### config.mk
export PLATFORM = sky130hd
export DESIGN_NAME = voice_alloc_flat
export DESIGN_NICKNAME = d
export VERILOG_FILES = /design/src/rtl/voice_alloc_if.sv /design/src/rtl/voice_alloc.sv /design/src/flat_wrapper.sv
export SDC_FILE = /design/constraint.sdc
export NUM_CORES = 2
export LEC_CHECK = 0
export BUFFER_PORTS_ARGS = -buffer_cell sky130_fd_sc_hd__buf_2
export CAP_MARGIN = 10
export CORE_UTILIZATION = 60
export CTS_CLUSTER_DIAMETER = 30
export DETAILED_ROUTE_END_ITERATION = 6
export PLACE_DENSITY = 0.76
export SLEW_MARGIN = 25
export SYNTH_ARGS = -nofsm -noshare
export SYNTH_HDL_FRONTEND = slang
export SYNTH_SLANG_ARGS = --single-unit
### constraint.sdc
create_clock -name clk32 -period 8.6 [get_ports clk32]
set_input_delay 1.29 -clock clk32 [delete_from_list [all_inputs] [get_ports clk32]]
set_output_delay 1.29 -clock clk32 [all_outputs]
set_load 0.01 [all_outputs]
### src/rtl/voice_alloc_if.sv
// Event and voice-pulse bus between the MIDI parser, the voice allocator and the synth engine.
interface voice_alloc_if;
  logic       in_valid;
  logic       in_ready;
  logic       in_on;
  logic [6:0] in_note;
  logic [6:0] in_velocity;
  logic [3:0] in_channel;
  logic       note_pressed;
  logic       note_released;
  logic [6:0] note;
  logic [6:0] velocity;
  logic [3:0] channel;
  logic [7:0] addr;
  logic [7:0] active_count;

  modport master (
    output in_valid, in_on, in_note, in_velocity, in_channel,
    input  in_ready, note_pressed, note_released, note, velocity, channel, addr, active_count
  );

  modport slave (
    input  in_valid, in_on, in_note, in_velocity, in_channel,
    output in_ready, note_pressed, note_released, note, velocity, channel, addr, active_count
  );
endinterface

### src/rtl/voice_alloc.sv
// Polyphonic voice allocator: retrigger, else lowest free slot, else round-robin steal.
// One slot is scanned per cycle; results are issued as a one-cycle pulse.
module voice_alloc #(
  parameter int unsigned NVOICES = 128
) (
  input  logic          clk32,
  input  logic          rst,
  voice_alloc_if.slave  bus
);

  localparam int unsigned IW = $clog2(NVOICES);
  localparam int unsigned TW = 11;
  localparam logic [IW-1:0] LAST = IW'(NVOICES - 1);

  typedef enum logic [1:0] {IDLE, SCAN, DECIDE, EMIT} state_t;

  state_t           state_q, state_d;
  logic [IW-1:0]    idx_q, idx_d;
  logic             mvld_q, mvld_d, fvld_q, fvld_d;
  logic [IW-1:0]    midx_q, midx_d, fidx_q, fidx_d;
  logic [IW-1:0]    steal_q, steal_d;
  logic [7:0]       count_q, count_d;
  logic             ready_q, ready_d;
  logic             pressed_q, pressed_d, released_q, released_d;
  logic [6:0]       note_q, note_d, vel_q, vel_d;
  logic [3:0]       ch_q, ch_d;
  logic [IW-1:0]    addr_q, addr_d;
  logic             ev_on_q, ev_on_d;
  logic [6:0]       ev_note_q, ev_note_d, ev_vel_q, ev_vel_d;
  logic [3:0]       ev_ch_q, ev_ch_d;
  logic             tag_we, act_set, act_clr, hit;
  logic [NVOICES-1:0] active_q;
  logic [TW-1:0]    tag_q [NVOICES];

  // Next-state, scan bookkeeping and allocation decision
  always_comb begin
    state_d    = state_q;
    idx_d      = idx_q;
    mvld_d     = mvld_q;
    midx_d     = midx_q;
    fvld_d     = fvld_q;
    fidx_d     = fidx_q;
    steal_d    = steal_q;
    count_d    = count_q;
    pressed_d  = 1'b0;
    released_d = 1'b0;
    note_d     = note_q;
    vel_d      = vel_q;
    ch_d       = ch_q;
    addr_d     = addr_q;
    ev_on_d    = ev_on_q;
    ev_note_d  = ev_note_q;
    ev_vel_d   = ev_vel_q;
    ev_ch_d    = ev_ch_q;
    tag_we     = 1'b0;
    act_set    = 1'b0;
    act_clr    = 1'b0;
    hit        = 1'b0;
    case (state_q)
      IDLE: begin
        if (bus.in_valid && ready_q) begin
          state_d   = SCAN;
          idx_d     = '0;
          mvld_d    = 1'b0;
          fvld_d    = 1'b0;
          // velocity-0 note-on is a note-off
          ev_on_d   = bus.in_on && (bus.in_velocity != 7'd0);
          ev_note_d = bus.in_note;
          ev_vel_d  = bus.in_velocity;
          ev_ch_d   = bus.in_channel;
        end
      end
      SCAN: begin
        hit = active_q[idx_q] && (tag_q[idx_q] == {ev_note_q, ev_ch_q});
        if (hit && !mvld_q) begin
          mvld_d = 1'b1;
          midx_d = idx_q;
        end
        if (!active_q[idx_q] && !fvld_q) begin
          fvld_d = 1'b1;
          fidx_d = idx_q;
        end
        if (idx_q == LAST) state_d = DECIDE;
        else               idx_d   = idx_q + IW'(1);
      end
      DECIDE: begin
        state_d = IDLE;
        if (ev_on_q || mvld_q) begin
          state_d = EMIT;
          note_d  = ev_note_q;
          vel_d   = ev_vel_q;
          ch_d    = ev_ch_q;
        end
        if (ev_on_q) begin
          pressed_d = 1'b1;
          if (mvld_q) begin
            addr_d = midx_q;
          end else if (fvld_q) begin
            addr_d  = fidx_q;
            tag_we  = 1'b1;
            act_set = 1'b1;
            count_d = count_q + 8'd1;
          end else begin
            addr_d  = steal_q;
            tag_we  = 1'b1;
            steal_d = (steal_q == LAST) ? '0 : steal_q + IW'(1);
          end
        end else if (mvld_q) begin
          released_d = 1'b1;
          addr_d     = midx_q;
          act_clr    = 1'b1;
          count_d    = count_q - 8'd1;
        end
      end
      EMIT: state_d = IDLE;
      default: state_d = IDLE;
    endcase
    ready_d = (state_d == IDLE);
  end

  // State and control registers
  always_ff @(posedge clk32) begin
    if (rst) begin
      state_q    <= IDLE;
      idx_q      <= '0;
      mvld_q     <= 1'b0;
      midx_q     <= '0;
      fvld_q     <= 1'b0;
      fidx_q     <= '0;
      steal_q    <= '0;
      count_q    <= '0;
      ready_q    <= 1'b0;
      pressed_q  <= 1'b0;
      released_q <= 1'b0;
      note_q     <= '0;
      vel_q      <= '0;
      ch_q       <= '0;
      addr_q     <= '0;
      ev_on_q    <= 1'b0;
      ev_note_q  <= '0;
      ev_vel_q   <= '0;
      ev_ch_q    <= '0;
      active_q   <= '0;
    end else begin
      state_q    <= state_d;
      idx_q      <= idx_d;
      mvld_q     <= mvld_d;
      midx_q     <= midx_d;
      fvld_q     <= fvld_d;
      fidx_q     <= fidx_d;
      steal_q    <= steal_d;
      count_q    <= count_d;
      ready_q    <= ready_d;
      pressed_q  <= pressed_d;
      released_q <= released_d;
      note_q     <= note_d;
      vel_q      <= vel_d;
      ch_q       <= ch_d;
      addr_q     <= addr_d;
      ev_on_q    <= ev_on_d;
      ev_note_q  <= ev_note_d;
      ev_vel_q   <= ev_vel_d;
      ev_ch_q    <= ev_ch_d;
      if (act_set) active_q[addr_d] <= 1'b1;
      if (act_clr) active_q[addr_d] <= 1'b0;
    end
  end

  // Tag table is not reset; an inactive slot's tag is never compared
  always_ff @(posedge clk32) begin
    if (!rst && tag_we) tag_q[addr_d] <= {ev_note_q, ev_ch_q};
  end

  assign bus.in_ready      = ready_q;
  assign bus.note_pressed  = pressed_q;
  assign bus.note_released = released_q;
  assign bus.note          = note_q;
  assign bus.velocity      = vel_q;
  assign bus.channel       = ch_q;
  assign bus.addr          = 8'(addr_q);
  assign bus.active_count  = count_q;

endmodule

### src/flat_wrapper.sv
// flat-port wrapper written by rule: the top's interface ports become plain ports
module voice_alloc_flat 
#(
  parameter int unsigned NVOICES = 128
)
  (clk32, rst, bus_in_valid, bus_in_on, bus_in_note, bus_in_velocity, bus_in_channel, bus_in_ready, bus_note_pressed, bus_note_released, bus_note, bus_velocity, bus_channel, bus_addr, bus_active_count);
  voice_alloc_if bus_i ();
  input  logic clk32;
  input  logic rst;
  input wire logic [$bits(bus_i.in_valid)-1:0] bus_in_valid;
  input wire logic [$bits(bus_i.in_on)-1:0] bus_in_on;
  input wire logic [$bits(bus_i.in_note)-1:0] bus_in_note;
  input wire logic [$bits(bus_i.in_velocity)-1:0] bus_in_velocity;
  input wire logic [$bits(bus_i.in_channel)-1:0] bus_in_channel;
  output wire logic [$bits(bus_i.in_ready)-1:0] bus_in_ready;
  output wire logic [$bits(bus_i.note_pressed)-1:0] bus_note_pressed;
  output wire logic [$bits(bus_i.note_released)-1:0] bus_note_released;
  output wire logic [$bits(bus_i.note)-1:0] bus_note;
  output wire logic [$bits(bus_i.velocity)-1:0] bus_velocity;
  output wire logic [$bits(bus_i.channel)-1:0] bus_channel;
  output wire logic [$bits(bus_i.addr)-1:0] bus_addr;
  output wire logic [$bits(bus_i.active_count)-1:0] bus_active_count;
  assign bus_i.in_valid = bus_in_valid;
  assign bus_i.in_on = bus_in_on;
  assign bus_i.in_note = bus_in_note;
  assign bus_i.in_velocity = bus_in_velocity;
  assign bus_i.in_channel = bus_in_channel;
  assign bus_in_ready = bus_i.in_ready;
  assign bus_note_pressed = bus_i.note_pressed;
  assign bus_note_released = bus_i.note_released;
  assign bus_note = bus_i.note;
  assign bus_velocity = bus_i.velocity;
  assign bus_channel = bus_i.channel;
  assign bus_addr = bus_i.addr;
  assign bus_active_count = bus_i.active_count;
  voice_alloc #(.NVOICES(NVOICES)) u_core (.clk32(clk32), .rst(rst), .bus(bus_i));
endmodule
Yosys cells after proc, flatten, opt, wreduce, memory -nomap -nowiden
Memory sizes are Yosys's and may differ from the RTL's. A register that Yosys moved wholly into a read port is not among the register bits. Index checks and enable logic that the tools add are counted.

Flip-flop bits (word level): 215. RAM bits: 1408. Memories kept: 1.

$add $sub $neg: 4. Magnitude comparators: 3. Equal/unequal tests: 11. Muxes and demuxes: 44. Bitwise gates (word level): 6. Reductions and logical operators: 28.

Memories: u_core.tag_q (words 128, width 11, rd ports 1, clocked after Yosys merged registers in 1, wr ports 1, line voice_alloc.sv:33) `logic [TW-1:0] tag_q [NVOICES];`.

Operators with widths (number): 2-to-1 mux 128 bit (3); bitwise AND 128 bit (1); inverter 128 bit (1); OR 128 bit (1); 2-to-1 mux 7 bit (10); 2-to-1 mux 8 bit (4); 2-to-1 mux 1 bit (18); < comparator 7 x 8 -> 1 bit (second input constant) (2); adder 7 x 1 -> 7 bit (second input constant) (2); == test 7 bit (second input constant) (2); case mux 7 bit (2 select lines) (1); == test 11 bit (1); AND reduction 3 bit (3); adder 8 x 1 -> 8 bit (second input constant) (1); case mux 2 bit (4 select lines) (1); AND reduction 2 bit (4); AND reduction 4 bit (2); subtractor 8 x 1 -> 8 bit (second input constant) (1); binary-select mux 1 bit (select 7 bit) (1); demux 1 bit (select 7 bit) (1); >= comparator 7 x 1 -> 1 bit (second input constant) (1); logical AND 1 bit (7); nonzero test 7 bit (1); 2-to-1 mux 2 bit (3); other kinds (11) (24).

Logic depth before layout (Yosys ltp)
Word-level depth: 13. Mapped depth: 17. Mapped depth without buffers: 12.

Worst setup path after synthesis
OpenSTA, ideal clock, no wires.

Kind: register to register. Start point: reg u_core.ev_ch_q[3]. End point: reg u_core.midx_q[1]. Data arrival time: 3.949 ns. Required time: 8.475 ns. Setup slack: 4.526 ns. Stages on the path, launching flop included: 9. Path buffers: 1. Path through: dfxtp_1 -> buf_2 -> o31ai_1 -> a221oi_1 -> a31oi_1 -> o41a_1 -> nor4_4 -> mux2i_1 -> nor2_1.

Longest elaborated chain between the ends: 4.

RTL lines: start, declared (line voice_alloc.sv:30) `logic [3:0] ev_ch_q, ev_ch_d;`; start signal, assigned (line voice_alloc.sv:163) `ev_ch_q <= ev_ch_d;`; == test 11 bit (line voice_alloc.sv:74) `hit = active_q[idx_q] && (tag_q[idx_q] == {ev_note_q, ev_ch_q});`; logical AND 1 bit (line voice_alloc.sv:74); logical AND 1 bit (line voice_alloc.sv:75) `if (hit && !mvld_q) begin`; AND reduction 2 bit (no source line); end signal, assigned (line voice_alloc.sv:148) `midx_q <= midx_d;`; end, declared (line voice_alloc.sv:20) `logic [IW-1:0] midx_q, midx_d, fidx_q, fidx_d;`.

Every way passes these cells. A chain may end at the register's enable or synchronous reset.

==> reports/qor.csv <==
stage;metric;value;unit
run_status;status;finished with violations;
logic_synthesis;Mapped Area;64800;um2
pwr;Internal;16.0;mW
timing;worst clock skew;0.0806;ns
pwr;Sw Share;21.1;%
logic_synthesis;Post-synth top cells;edfxtp_1 (1408), mux4_2 (305), nor2_1 (240);
routing;Post-Route WL;184;mm
logic_synthesis;Synth top area share;65.2;%
floorplanning;total core area;107000;um2
logic_synthesis;Seq/Total Area, Yosys;72.1;%
routing;Final ANT Viol Nets;0;
min_path;hold path startpoint;u_core.bus.note[5]$_SDFFE_PP0P_;
timing;relative slew slack;21.8;%
floorplanning;# IOs;59;
timing;Final Hold Violating Endpoints;0;
floorplanning;Die Y;331;um
pwr;sw power;4.27;mW
logic_synthesis;syn_nets;3675;
global_route;vias in the first global route;38570;
cells_and_area;antenna fix cells;0;
timing;RSZ-0062 raised after global routing;no;
setup_path;crit path max fanout;37;
setup_path;Startpoint Class;flop;
logic_synthesis;FF+latch count, synth;1630;
routing;via count;38718;
global_route;global-route wire length before repair;265;mm
timing;smallest hold slack;0.453;ns
clock_tree;cts hold-fix bufs;0;
setup_path;Worst EP arrival;6.39;ns
setup_path;r2r worst-path depth;12;
clock_tree;CTS Sinks;1630;
logic_synthesis;EDFF count, synth;1408;
floorplanning;Die Width;331;um
logic_synthesis;synth top area cells;edfxtp_1 (65%), mux4_2 (11%), dfxtp_1 (6.9%);
logic_synthesis;syn avg cell area;17.8;um2
floorplanning;die area;109000;um2
min_path;worst hold path cell count;2;
timing;Setup Total Neg Slack;0;ns
logic_synthesis;ys async rst share;0;%
logic_synthesis;ys flop type;edfxtp_1;
pwr;maximum VDD drop;263;uV
routing;average routed wire per standard cell;33.0;um
min_path;Worst Hold Class;flop to flop;
clock_tree;clk root buf;clkbuf_16;
routing;drt pass-1 iters;7;
cells_and_area;Layout area overhead;18.3;%
cells_and_area;share of layout cells above drive strength 1;26.5;%
timing;crit path time final;5.66;ns
job;Max Cap Viol;0;
pwr;power per cell area;264;nW/um2
placed_design;I/O Buffers;57;
clock_tree;CTS tree;done;
global_route;met2 GRT Util;52.5;%
global_route;GR peak layer;met2;
timing;setup violators final;0;
cells_and_area;NumNets Final;3975;
clock_tree;Reg clk slew, reported paths;0.05;ns
placed_design;RD Place Congestion;0.953;
pwr;power share of the sequential group;42.7;%
setup_path;r2r setup slk;2.94;ns
placed_design;Cells after DPL;5057;
timing;final period utilization;65.9;%
floorplanning;number of placement rows;120;
logic_synthesis;Syn Inst Count;3644;
clock_tree;setup bufs post-CTS;0;
pwr;Comb pwr share;1.9;%
global_route;global-route usage over all layers;34.0;%
clock_tree;CTS resizes;0;
pwr;clock power share;55.3;%
floorplanning;Initial Utilization;60.6;%
placed_design;Post-DP HPWL;103;mm
timing;max frequency;177;MHz
logic_synthesis;Yosys top cell by area;edfxtp_1;
global_route;pin count of the biggest net entering global routing;115;
setup_path;worst reg2reg path endpoint;u_core.midx_q[0]$_SDFFE_PP0P_;
setup_path;CP required;9.32;ns
global_route;GR Overflow Total;0;
setup_path;Worst Setup End Kind;flop;
routing;DR vias/cell;6.96;
global_route;met3 Usage GRT;9.42;%
clock_tree;number of buffers created by CTS;288;
logic_synthesis;count leader, synth;edfxtp_1;
min_path;hold endpoint;u_core.bus.note[5]$_SDFFE_PP0P_;
logic_synthesis;Synth cell types;83;
clock_tree;Skew-Pair Late Insertion Delay;0.87;ns
run_status;failing checks;design-rule violations;
pwr;leakage;26.4;nW
timing;Worst-Margin Slew;1.16;ns
routing;detailed-route DRC error count;1;
setup_path;CP Class;flop to flop;
clock_tree;H-tree Lvls;5;
cells_and_area;Layout fillers;6029;
global_route;M1 GR Usage;44.0;%
cells_and_area;Finished Layout Cells;5565;
routing;DR iter-0 viols;5673;
timing;Pins Over Slew Limit;0;
clock_tree;Longest Clk Path Bufs;4;
global_route;antenna violations before repair;3;
logic_synthesis;Yosys warnings;0;
[per-stage QoR]
stage | worst slack (ns) | util (%) | instance area [um2] | total power [mW]
3_5_place_dp | 3.11 | 62.7 | 67100 | 9.18
3_3_place_gp | 3.00 | 62.6 | 67100 | 9.17
5_1_grt | 2.76 | 71.6 | 76700 | 20.6
6_report | 2.94 | 71.6 | 76700 | 20.2
2_1_floorplan | 4.53 | - | 64800 | 9.06
4_1_cts | 3.06 | 71.6 | 76700 | 20.3
[final cells by class]
class / instances / area (um2) / share of cell area [%]
Sequential cell: 1630 / 46800 / 61.0
Multi-Input combinational cell: 1769 / 16800 / 21.9
Clock buffer: 325 / 7530 / 9.82
Clock inverter: 183 / 2020 / 2.63
Tap cell: 1403 / 1760 / 2.29
Timing Repair Buffer: 243 / 1750 / 2.28
Inverter: 12 / 45.0 / 0.0587
[logic make-up (layout without fill, tap and decap cells)]
logic type	count (synthesis)	count (layout)	synth area share [%]
compound gates	568	568	5.81
xor+xnor	28	28	0.378
fa+ha+maj	9	9	0.185
buf+inv	245	763	2.16
flops	1630	1630	72.1
mux	529	529	15.0
other cells	1	1	0.00578
simple gates	634	634	4.43
[sequential cells by signal, summed over array words and instances, names as in the netlist, 7 cells and up, named ones only]
name / count
u_core.ev_note_q: 7
u_core.addr_q: 7
u_core.idx_q: 7
u_core.tag_q: 1408
u_core.bus.active_count: 8
u_core.midx_q: 7
u_core.active_q: 128
u_core.bus.velocity: 7
u_core.steal_q: 7
u_core.fidx_q: 7
u_core.bus.note: 7
u_core.ev_vel_q: 7
[cells in the final DEF, fill, tap and decap left out, types with 28 or more instances in the layout]
cell type and n:
nor2_1 212, nor2b_1 35, buf_2 57, dfxtp_1 203, edfxtp_1 1408, nand2_1 195, clkbuf_16 294, a21oi_1 203
a211oi_1 137, clkinv_2 37, a22oi_1 59, clkinvlp_4 34, nor2_2 28, mux4_2 305, bufinv_16 30, mux2i_1 172
mux4_1 35, nand3_1 37, buf_4 177
[power by group through the flow]
stage / combinational [mW] / clock [mW] / sequential [mW]
5_1_grt: 0.409 / 11.6 / 8.64
3_5_place_dp: 0.380 / 0 / 8.80
6_report: 0.393 / 11.2 / 8.65
2_1_floorplan: 0.256 / 0 / 8.81
3_3_place_gp: 0.375 / 0 / 8.80
4_1_cts: 0.387 / 11.2 / 8.65
[how the worst max path moves through the flow]
stage,end,slack (ns),cells past startpoint
after global routing,u_core.midx_q[3]$_SDFFE_PP0P_,2.76,12
after floorplan,u_core.midx_q[1]$_SDFFE_PP0P_,4.53,8
after detailed placement,u_core.midx_q[0]$_SDFFE_PP0P_,3.11,12
after CTS,u_core.midx_q[0]$_SDFFE_PP0P_,3.06,12
final,u_core.midx_q[0]$_SDFFE_PP0P_,2.94,12
after global placement,u_core.midx_q[2]$_SDFFE_PP0P_,3.00,11
[metal layers]
metal  vias to the layer above  wire, um
li1                      15400         -
met1                     19390     63200
met2                      3241     86600
met3                       681     23100
met4                         6     10900
met5                         -        48
[worst max-delay path, cell delays in order (launching register included)]
cell,delay [ns]
dfxtp_4,0.78
buf_4,0.63
buf_4,0.55
mux4_2,0.57
nand2b_1,0.18
a221oi_1,0.37
a31oi_1,0.13
xor2_1,0.20
o311ai_0,0.61
nand4b_1,0.25
nor4_4,0.83
mux2i_1,0.29
nor2_1,0.06
No activity file was read; power rests on OpenSTA's default activity.
